`config.mk`:
```
export PLATFORM = sky130hd
export DESIGN_NAME = regfile_exec_ctrl
export DESIGN_NICKNAME = d
export VERILOG_FILES = /design/src/rtl/regfile_exec_pkg.sv /design/src/rtl/alu20.sv /design/src/rtl/regfile_exec_ctrl.sv
export SDC_FILE = /design/constraint.sdc
export NUM_CORES = 1
export LEC_CHECK = 0
export CORE_AREA = 2 2 131 133
export CTS_CLUSTER_SIZE = 25
export DETAILED_ROUTE_END_ITERATION = 7
export DIE_AREA = 0 0 133 135
export PLACE_DENSITY = 0.79
export SYNTH_ARGS = -nofsm -noshare
export SYNTH_HDL_FRONTEND = slang
export SYNTH_SLANG_ARGS = --single-unit
```
`constraint.sdc`:
```
create_clock -name clk -period 3.7 [get_ports clk]
set_clock_uncertainty 0.1 [all_clocks]
set_input_delay 0.925 -clock clk [delete_from_list [all_inputs] [get_ports clk]]
set_output_delay 0.925 -clock clk [all_outputs]
set_load 0.01 [all_outputs]
```
`src/rtl/regfile_exec_pkg.sv`:
```
// Shared constants for the register-file execute controller: widths, opcodes,
// instruction field positions and FSM state encoding.
package regfile_exec_pkg;

  localparam int DATA_W = 20;
  localparam int ADDR_W = 4;

  localparam logic [3:0] OP_NOP = 4'd0;
  localparam logic [3:0] OP_ADD = 4'd1;
  localparam logic [3:0] OP_SUB = 4'd2;
  localparam logic [3:0] OP_AND = 4'd3;
  localparam logic [3:0] OP_OR  = 4'd4;
  localparam logic [3:0] OP_XOR = 4'd5;
  localparam logic [3:0] OP_SHL = 4'd6;
  localparam logic [3:0] OP_SHR = 4'd7;
  localparam logic [3:0] OP_LDI = 4'd8;
  localparam logic [3:0] OP_MOV = 4'd9;

  localparam int OP_MSB  = 19;
  localparam int OP_LSB  = 16;
  localparam int RD_MSB  = 15;
  localparam int RD_LSB  = 12;
  localparam int RA_MSB  = 11;
  localparam int RA_LSB  = 8;
  localparam int RB_MSB  = 7;
  localparam int RB_LSB  = 4;
  localparam int IMM_MSB = 11;
  localparam int IMM_LSB = 0;

  typedef enum logic [1:0] {
    ST_IDLE = 2'd0,
    ST_READ = 2'd1,
    ST_EXEC = 2'd2,
    ST_WB   = 2'd3
  } state_t;

  function automatic logic is_write_op(input logic [3:0] op);
    return (op >= OP_ADD) && (op <= OP_MOV);
  endfunction

endpackage

```
`src/rtl/alu20.sv`:
```
// Combinational 20-bit ALU. Ops 10-15 and NOP produce zero with no carry.
module alu20
  import regfile_exec_pkg::*;
(
  input  logic [3:0]        op,
  input  logic [DATA_W-1:0] a,
  input  logic [DATA_W-1:0] b,
  input  logic [11:0]       imm12,
  output logic [DATA_W-1:0] y,
  output logic              carry
);

  always_comb begin
    y     = '0;
    carry = 1'b0;
    case (op)
      OP_ADD: {carry, y} = {1'b0, a} + {1'b0, b};
      OP_SUB: begin
        y     = a - b;
        carry = (a < b);
      end
      OP_AND: y = a & b;
      OP_OR:  y = a | b;
      OP_XOR: y = a ^ b;
      // Shift amount is the imm4 field, which sits in the low nibble of imm12
      OP_SHL: y = a << imm12[3:0];
      OP_SHR: y = a >> imm12[3:0];
      OP_LDI: y = {8'h00, imm12};
      OP_MOV: y = a;
      default: begin
        y     = '0;
        carry = 1'b0;
      end
    endcase
  end

endmodule

```
`src/rtl/regfile_exec_ctrl.sv`:
```
// Four-state execute controller (IDLE/READ/EXEC/WB) driving a 16x20 two-read,
// one-write register file; one instruction retires every four cycles.
module regfile_exec_ctrl
  import regfile_exec_pkg::*;
(
  input  logic              clk,
  input  logic              rst,
  input  logic              inValid,
  output logic              inReady,
  input  logic [DATA_W-1:0] inInstr,
  output logic [ADDR_W-1:0] rdAddrA,
  input  logic [DATA_W-1:0] rdDataA,
  output logic [ADDR_W-1:0] rdAddrB,
  input  logic [DATA_W-1:0] rdDataB,
  output logic              write,
  output logic [ADDR_W-1:0] wrAddr,
  output logic [DATA_W-1:0] wrData,
  output logic              done,
  output logic [DATA_W-1:0] result,
  output logic              zero,
  output logic              carry,
  output logic              illegal
);

  state_t state_q, state_d;

  logic [DATA_W-1:0] instr_p0;
  logic [DATA_W-1:0] opa_p1, opb_p1;
  logic [DATA_W-1:0] alu_y;
  logic              alu_c;
  logic [3:0]        op;

  assign op = instr_p0[OP_MSB:OP_LSB];

  alu20 u_alu (
    .op    (op),
    .a     (opa_p1),
    .b     (opb_p1),
    .imm12 (instr_p0[IMM_MSB:IMM_LSB]),
    .y     (alu_y),
    .carry (alu_c)
  );

  always_comb begin
    state_d = state_q;
    case (state_q)
      ST_IDLE: if (inValid) state_d = ST_READ;
      ST_READ: state_d = ST_EXEC;
      ST_EXEC: state_d = ST_WB;
      ST_WB:   state_d = ST_IDLE;
      default: state_d = ST_IDLE;
    endcase
  end

  // Gating with rst abandons a pending write-back in the reset cycle itself
  assign inReady = (state_q == ST_IDLE) && !rst;
  assign write   = (state_q == ST_WB) && is_write_op(op) && !rst;
  assign done    = (state_q == ST_WB) && !rst;

  always_ff @(posedge clk) begin
    if (rst) begin
      state_q <= ST_IDLE;
      rdAddrA <= '0;
      rdAddrB <= '0;
      wrAddr  <= '0;
      wrData  <= '0;
      result  <= '0;
      zero    <= 1'b0;
      carry   <= 1'b0;
      illegal <= 1'b0;
    end else begin
      state_q <= state_d;
      if (state_q == ST_IDLE && inValid) begin
        rdAddrA <= inInstr[RA_MSB:RA_LSB];
        rdAddrB <= inInstr[RB_MSB:RB_LSB];
      end
      if (state_q == ST_EXEC) begin
        result  <= alu_y;
        zero    <= (alu_y == '0);
        carry   <= alu_c;
        illegal <= (op > OP_MOV);
        if (is_write_op(op)) begin
          wrAddr <= instr_p0[RD_MSB:RD_LSB];
          wrData <= alu_y;
        end
      end
    end
  end

  // Accept / operand capture (stage boundary IDLE->READ->EXEC)
  always_ff @(posedge clk) begin
    if (state_q == ST_IDLE && inValid) instr_p0 <= inInstr;
    if (state_q == ST_READ) begin
      opa_p1 <= rdDataA;
      opb_p1 <= rdDataB;
    end
  end

endmodule
```
Word level (Yosys, flattened, before mapping)
Index checks and enable logic that the tools add are counted.
Storage, ports and cells
  register bits after elaboration: 117
  bits of input ports: 63
Cells by class
  $add $sub $neg: 2
  $lt $le $gt $ge: 4
  equality and inequality tests: 13
  shifts and indexed selects: 2
  mux-type cells: 4
  bitwise gates (word level): 3
  reductions and logical operators: 10
Operator list (number)
  case mux 20 bit (9 select lines): 1
  adder 20 x 20 -> 21 bit: 1
  AND 20 bit: 1
  logical NOT 20 bit: 1
  less-than comparator 20 bit: 1
  bitwise OR 20 bit: 1
  << shifter 20 x 4 -> 20 bit: 1
  right shift 20 x 4 -> 20 bit: 1
  subtractor 20 bit: 1
  bitwise XOR 20 bit: 1
  == test 4 x 3 -> 1 bit (second input constant): 4
  == test 4 x 2 -> 1 bit (second input constant): 2
  == test 4 bit (second input constant): 2
  case mux 2 bit (4 select lines): 1
  logical AND 1 bit: 6
  == test 2 bit (second input constant): 2
  == test 4 x 1 -> 1 bit (second input constant): 1
  >= comparator 4 x 1 -> 1 bit (second input constant): 1
  greater-than comparator 4 bit (second input constant): 1
  less-or-equal comparator 4 bit (second input constant): 1
  == test 2 x 1 -> 1 bit (second input constant): 1
  logical NOT 2 bit: 1
  two-way mux 2 bit: 1
  != test 2 bit (second input constant): 1
  other kinds (3): 3

Depth between registers and ports, before layout
Gate-level depths: netlist of run 1.
  depth after elaboration: 4
  depth in mapped cells: 13

By module
Synthesis of run 1 repeated with hierarchy kept, for this count alone.
Second synthesis, totals
  cells, all modules: 1025
  area total of the unflattened synthesis: 9033.7 sq um
By module, submodules not included
  alu20: times used 1, cells an instance 721, area each 4815.9 sq um, seq. area each 0.0 sq um
  regfile_exec_ctrl: times used 1, cells an instance 304, area each 4217.8 sq um, seq. area each 2942.8 sq um

Worst setup path before layout of run 1
Ideal clock, no wire load.
  path kind: register -> register
  from: reg opa_p1[0]
  to: reg zero
  setup time: 0.059 ns
  data arrival time: 3.181 ns
  data required time: 3.541 ns
  setup slack: 0.360 ns
  cell stages (with the launch flop): 13
  period minus slack after synthesis: 3.340 ns
  cell sequence: edfxtp_1 -> inv_1 -> ha_1 -> fa_1 -> o21bai_1 -> a211oi_1 -> o21ai_0 -> nand2_1 -> a311o_1 -> a211o_1 -> or4_1 -> nor4_1 -> a31o_1
On the way
  word-level cells in the longest chain between the ends: 3
  elaborated cells on any way between the ends: 9
  classes of those cells: add/sub (2); shift (2); mux (1); bitwise (3); reduce/logical (1)
Ends and longest elaborated chain
  start: declaration: RTL line regfile_exec_ctrl.sv:28  | logic [DATA_W-1:0] opa_p1, opb_p1;
  start signal: assignment: RTL line regfile_exec_ctrl.sv:94  | opa_p1 <= rdDataA;
  subtractor 20 bit, or another cell as far along: RTL line alu20.sv:19  | y = a - b;
  case mux 20 bit (9 select lines) *: RTL line alu20.sv:16  | case (op)
  logical NOT 20 bit *: RTL line regfile_exec_ctrl.sv:79  | zero <= (alu_y == '0);
  end signal: assignment: RTL line regfile_exec_ctrl.sv:79
  end: declaration: RTL line regfile_exec_ctrl.sv:20  | output logic zero,
Mark *: on every way between the ends. The rest lies on a longest branch, timed or not.
A chain may end at the register's enable or synchronous reset.

Worst setup path after layout of run 1
Same ends and word-level chain as after synthesis.

==> impl_results.md, run 1 <==
* Hold Crit Class: flip-flop to flip-flop
* Met2 Routed Length at 14660 um
* Top Ports at 121
* Top Layer Used: met4
* CP Capture Type: flip-flop
* Gr usage total at 0.3572
* Slew Limit Fails at 0
* Status: complete, no violations
* Die ar. at around 0.018 mm^2
* CP Data Arrival Time at 3.83 ns
* Post-synthesis net count at around 1.2k
* FP Rows at 47
* Core area at 0.01641 mm^2
* CTS tree: done
* Register area at 0.002943 mm^2
* Seq/Total Area, Yosys at 0.3156
* R2R depth at 12
* Die height at 135 um
* Pwr dens at 674.2 mW/mm^2
* # fillers at between 1k and 1.5k
* Routed WL at 31900 um
* Root Buffer: clkbuf_16
* Pre-CTS worst setup slack at roughly 0.14 ns
* Final hold violations at 0
* Drt via density at 6.493
* Critical R2R Launch: opa_p1[0]
* Cell area after layout at around 0.012 mm^2
* Yosys top cell area share at 0.1932
* Input/output buffers at 120
* FF+latch count, synth at between 100 and 150
* Setup violations, final at 0
* Remaining global-route overflow at 0
* Tcrit/Tclk final at 0.9608
* Synth unique cells at 87
* Worst Slack Setup Final at 0.1449 ns
* Routability cong. at 1.001
* Max VDD drop at 0.6259 mV
* Tightest Pin Transition at 1.251 ns
* Later-pin clock latency in the skew report at 0.44 ns
* Cts bufs inserted at 17
* Worst reg2reg endpoint: zero
* Critical path class: flip-flop to flip-flop
* Dpl hpwl at 23900 um
* Worst Setup EP: zero
* Critical Path Source: opa_p1[0]
* Vias at 9239
* Die W at 133 um
* Placed Area at 0.01115 mm^2
* Largest cells by area after synthesis: edfxtp_1 19%, dfxtp_1 12%, ha_1 8.7%, mux4_2 5.3%, a21oi_1 5.0%
* Max-cap violations at 0
* Initial antenna violation count at 0
* Fmax at ~280 MHz
* Routed length on met1 at 12830 um
* WP data required at 3.97 ns
* Pin count of the biggest net entering global routing at 41
* Tmin final at 3.555 ns
* Leak Pwr at 4.552 nW
* First-pass GRT wire length at 49550 um
* Finished Core Util at 0.7172
* DR DRC count at 0
* Slew HR at 0.1596
* Reg clk slew, reported paths at 0.06 ns
* Number of synthesized flops with an enable pin at 60
* DR WL met3 at 2980 um
* Detailed Route Iter0 Violations at 1061
* Fin Setup TNS at 0 ns
* Post-synth top flop: edfxtp_1
* Cell area after synthesis at roughly 0.0093 mm^2
* Area delta synth->final at 26.18%
* Routed WL per cell at 22.42 um
* Mean Syn Cell Area at 8.932 um^2
* Fraction of registers with async set/reset at 0
* Starting Density at 0.5684
* Nets at 1320
* Vias in the first global route at 8958
* WHS at approximately 0.36 ns
* Hold_sp: wrData[0]
* Ys Warns at 0
* CP Max Fanout at 3
* Ratio of cells with drive above 1 in the final layout at 0.1629
* CP Launch Type: flip-flop
* Post-Syn Instances at 1044
* Biggest area consumer among synthesized cells: edfxtp_1
* Flop2flop setup slack at 0.14 ns
* CTS max path bufs at 2
* TritonCTS Sinks at 117
* DRT Pass-1 Iters at 7
* Diode count at 0
* H-Tree Depth at 4
* Antenna viol nets, final at 0
* Multi-input gate area at 0.005796 mm^2
## placed cells by master (no fill, tap or decap), types with 7 or more instances in the layout
master           netlist  routed
clkdlybuf4s50_1        0     119
nand2_1              116     116
a21oi_1               93      92
buf_4                  5      78
nor2_1                73      73
inv_1                 64      64
ha_1                  65      63
edfxtp_1              60      60
dfxtp_1               57      57
o21ai_0               29      28
mux2_2                23      23
nor3_1                23      23
mux2i_1               22      22
mux4_2                22      22
a211oi_1              23      22
nand3_1               19      19
nor2b_1               17      17
clkbuf_16              0      17
nand4_1               12      12
o211ai_1              11      11
a22oi_1               11      11
or3_1                 10      10
nand2b_1              10      10
a211o_1               10      10
a31oi_1               10      10
o22ai_1                8       8
a221oi_1               8       8
xnor2_1                7       7
inv_6                  0       7
buf_12                 0       7
## metal layers
| metal | GRT usage | up-vias |
|---|---|---|
| met2 | 0.5602 | 570 |
| li1 | - | 4205 |
| met3 | 0.07920 | 115 |
| met1 | 0.4725 | 4349 |
| met5 | 0 | - |
| met4 | 0.1685 | 0 |
## area by class of cell
type,instances,area share
clock buffer,17,0.03615
multi-input combinational,782,0.4926
tap,220,0.02339
inverter,67,0.02137
sequential,117,0.2501
timing repair buffer,205,0.1633
clock inverter,15,0.01308
## where the power goes
group	switching [W]	internal, W
sequential	0.000212	0.00168
combinational	0.00255	0.00184
clock	0.000706	0.000952
total	0.00346	0.00447
## how the worst min path moves through the flow
stage	to	slack (ns)	cells after the start
2_1_floorplan	wrAddr[0]	0.37	2
3_3_place_gp	rdAddrB[2]	0.34	2
3_5_place_dp	wrData[0]	0.35	2
4_1_cts	wrData[0]	0.35	2
5_1_grt	wrData[7]	0.38	2
6_report	wrData[0]	0.36	2
## cells in the mapped netlist (10+ instances only)
cell,instances
nand2_1,116
a21oi_1,93
nor2_1,73
ha_1,65
inv_1,64
edfxtp_1,60
dfxtp_1,57
clkbuf_1,48
o21ai_0,29
a211oi_1,23
mux2_2,23
nor3_1,23
mux2i_1,22
mux4_2,22
nand3_1,19
nor2b_1,17
buf_2,13
nand4_1,12
a22oi_1,11
o211ai_1,11
a211o_1,10
a31oi_1,10
nand2b_1,10
or3_1,10
## critical path, stage by stage, from the launching register on
cell      delay, ns
edfxtp_1       0.38
inv_1          0.07
ha_1           0.23
fa_1           0.45
o21bai_2       0.21
a211oi_2       0.12
o21ai_1        0.17
nand2_1        0.08
a311o_1        0.40
a211o_1        0.29
or4_1          0.56
nor4_2         0.27
a31o_1         0.16
## stage by stage
| step | total power (W) | instances |
|---|---|---|
| CTS | 0.007786 | 1423 |
| global route | 0.008332 | 1423 |
| detailed placement | 0.006094 | 1391 |
| floorplan | 0.004597 | 1044 |
| global placement | 0.006059 | 1391 |
| finish | 0.007933 | 1423 |
## timing repair
action,in CTS,in global routing
hold buffers,0,0
resized for setup,0,9
buffers inserted,0,0
setup endpoints to repair,0,3
## flip-flops by register name (all words and copies together), names as in the netlist
register / cells
instr_p0: 20
opa_p1: 20
opb_p1: 20
result: 20
wrData: 20
rdAddrA: 4
rdAddrB: 4
wrAddr: 4
state_q: 2
carry: 1
illegal: 1
zero: 1
## cell families after synthesis
family,after synthesis,share of synthesized area
adder cells (fa/ha/maj),67,0.09151
XOR/XNOR,8,0.007514
flip-flops,117,0.3156
buffers and inverters,145,0.06735
AND/OR/NAND/NOR,336,0.1778
AO/OA/AOI/OAI,297,0.2196
multiplexers,74,0.1206
Power figures use the tool's default switching activity.
==> run 2, diff against run 1 <==
Settings changed: CAP_MARGIN set to 15.
==> impl_results.md, run 2 (same netlist as run 1, synthesis figures left out) <==
* Drt via density at 6.528 (was 6.493)
* Critical R2R Launch: opa_p1[0] (unchanged)
* Commonest non-fill, non-tap cell in the layout: clkdlybuf4s50_1 (unchanged)
* Vias in the first global route at 8958 (unchanged)
* R2R depth at 12 (unchanged)
* Status: complete, no violations (unchanged)
* DRT Pass-1 Iters at 6 (was 7)
* Flop2flop setup slack at 0.13 ns (was 0.14 ns)
* Routability cong. at 1.001 (unchanged)
* H-Tree Depth at 4 (unchanged)
* CP Capture Type: flip-flop (unchanged)
* Worst reg2reg endpoint: zero (unchanged)
* Initial antenna violation count at 0 (unchanged)
* FP Rows at 47 (unchanged)
* Area delta synth->final at 26.26% (was 26.18%)
* Die height at 135 um (unchanged)
* Final hold violations at 0 (unchanged)
* Routed WL at 31920 um (was 31900 um)
* Setup violations, final at 0 (unchanged)
* CTS max path bufs at 2 (unchanged)
* DR DRC count at 0 (unchanged)
* Core area at 0.01641 mm^2 (unchanged)
* Tightest Pin Transition at 1.104 ns (was 1.251 ns)
* Antenna viol nets, final at 0 (unchanged)
* Nets at 1321 (was 1320)
* Remaining global-route overflow at 0 (unchanged)
* Layout Cells excl Fill at 1424 (was 1423)
* Tmin final at 3.569 ns (was 3.555 ns)
* Dpl hpwl at 23900 um (unchanged)
* Starting Density at 0.5684 (unchanged)
* Detailed Route Iter0 Violations at 1039 (was 1061)
* Vias at 9296 (was 9239)
* Most frequent cells in the layout: 119 x clkdlybuf4s50_1, 116 x nand2_1, 92 x a21oi_1 (unchanged)
* Cell area after layout at 0.01177 mm^2 (about the same)
* CP Launch Type: flip-flop (unchanged)
* Max-cap violations at 0 (unchanged)
* Diode count at 0 (unchanged)
* CTS tree: done (unchanged)
* Pwr dens at 673.6 mW/mm^2 (was 674.2 mW/mm^2)
* DP Cell Count at 1391 (unchanged)
* Placed Area at 0.01115 mm^2 (unchanged)
* Tcrit/Tclk final at 0.9647 (was 0.9608)
* Pin count of the biggest net entering global routing at 41 (unchanged)
* CP Max Fanout at 3 (unchanged)
* Ratio of cells with drive above 1 in the final layout at 0.1636 (was 0.1629)
* Max VDD drop at 0.6243 mV (was 0.6259 mV)
* Worst Setup EP: zero (unchanged)
* # fillers at 1266 (unchanged)
* Top Ports at 121 (unchanged)
* Routed WL per cell at 22.42 um (about the same)
* TritonCTS Sinks at 117 (unchanged)
* Critical path class: flip-flop to flip-flop (unchanged)
* CP Data Arrival Time at 3.84 ns (was 3.83 ns)
* Critical Path Source: opa_p1[0] (unchanged)
* Finished Core Util at 0.7176 (was 0.7172)
* Slew HR at 0.2643 (was 0.1596)
* WHS at 0.3555 ns (was 0.3558 ns)
* Input/output buffers at 120 (unchanged)
* Hold Crit Class: flip-flop to flip-flop (unchanged)
* Cts bufs inserted at 17 (unchanged)
* First-pass GRT wire length at 49550 um (unchanged)
* Gr usage total at 0.3572 (unchanged)
* WP data required at 3.97 ns (about the same)
* Slew Limit Fails at 0 (unchanged)
* Reg clk slew, reported paths at 0.06 ns (about the same)
* Later-pin clock latency in the skew report at 0.43 ns (was 0.44 ns)
* Root Buffer: clkbuf_16 (unchanged)
* Fmax at 280.2 MHz (was 281.3 MHz)
* Leak Pwr at 4.557 nW (was 4.552 nW)
* Die W at 133 um (unchanged)
* Die ar. at 0.01796 mm^2 (unchanged)
-- run 2: cell count changes in the layout (fill, tap and decap cells not counted), sizes merged --
cell	delta
clkbuf	+1
-- run 2: where the power goes --
group / internal, W / switching [W] / leakage (nW)
clock network: 0.000953 / 0.000702 / 0.287
registers: 0.00168 / 0.000212 / 1.03
logic: 0.00184 / 0.00255 / 3.24
total: 0.00447 / 0.00346 / 4.56
-- run 2: area by class of cell --
cell class                 instances  area (um^2)  area share
clock buffer                      17        425.4     0.03613
clock inverter                    15        153.9     0.01307
tap                              220        275.3     0.02338
multi-input combinational        782         5796      0.4922
inverter                          67        251.5     0.02136
timing repair buffer             206         1929      0.1639
sequential                       117         2943      0.2499
-- run 2: repair_timing --
item,in CTS,in global routing
hold endpoints to repair,0,0
hold buffers,0,0
setup buffers,0,0
endpoints found under the setup margin,0,3
resized for setup,0,9
-- run 2: worst max-delay path: stages, from the launching register on --
cell	delay, ns
edfxtp_1	0.38
inv_1	0.07
ha_1	0.23
fa_1	0.45
o21bai_2	0.22
a211oi_2	0.12
o21ai_1	0.18
nand2_1	0.08
a311o_1	0.40
a211o_1	0.29
or4_1	0.57
nor4_2	0.26
a31o_1	0.16
-- run 2: worst min-delay path by stage --
stage | from | end | depth (start not counted) | slack, ns
5_1_grt | wrData[7] | wrData[7] | 2 | 0.38
3_5_place_dp | wrData[0] | wrData[0] | 2 | 0.35
4_1_cts | wrData[0] | wrData[0] | 2 | 0.35
6_report | wrData[0] | wrData[0] | 2 | 0.36
3_3_place_gp | rdAddrB[2] | rdAddrB[2] | 2 | 0.34
2_1_floorplan | instr_p0[12] | wrAddr[0] | 2 | 0.37
-- run 2: per-stage QoR --
stage	total power [W]	TNS, ns	worst slack (ns)
3_3_place_gp	0.006059	0	0.1984
4_1_cts	0.007786	0	0.04987
3_5_place_dp	0.006094	0	0.1368
5_1_grt	0.008333	-0.02269	-0.02269
2_1_floorplan	0.004597	0	0.3599
6_report	0.007931	0	0.1308
-- run 2: metal layers --
metal / global-route usage / vias to the layer above / routed length, um
met1: 0.4725 / 4407 / 12790
li1: - / 4199 / -
met3: 0.07920 / 117 / 2982
met2: 0.5602 / 573 / 14670
met4: 0.1685 / 0 / 1486
met5: 0 / - / 0
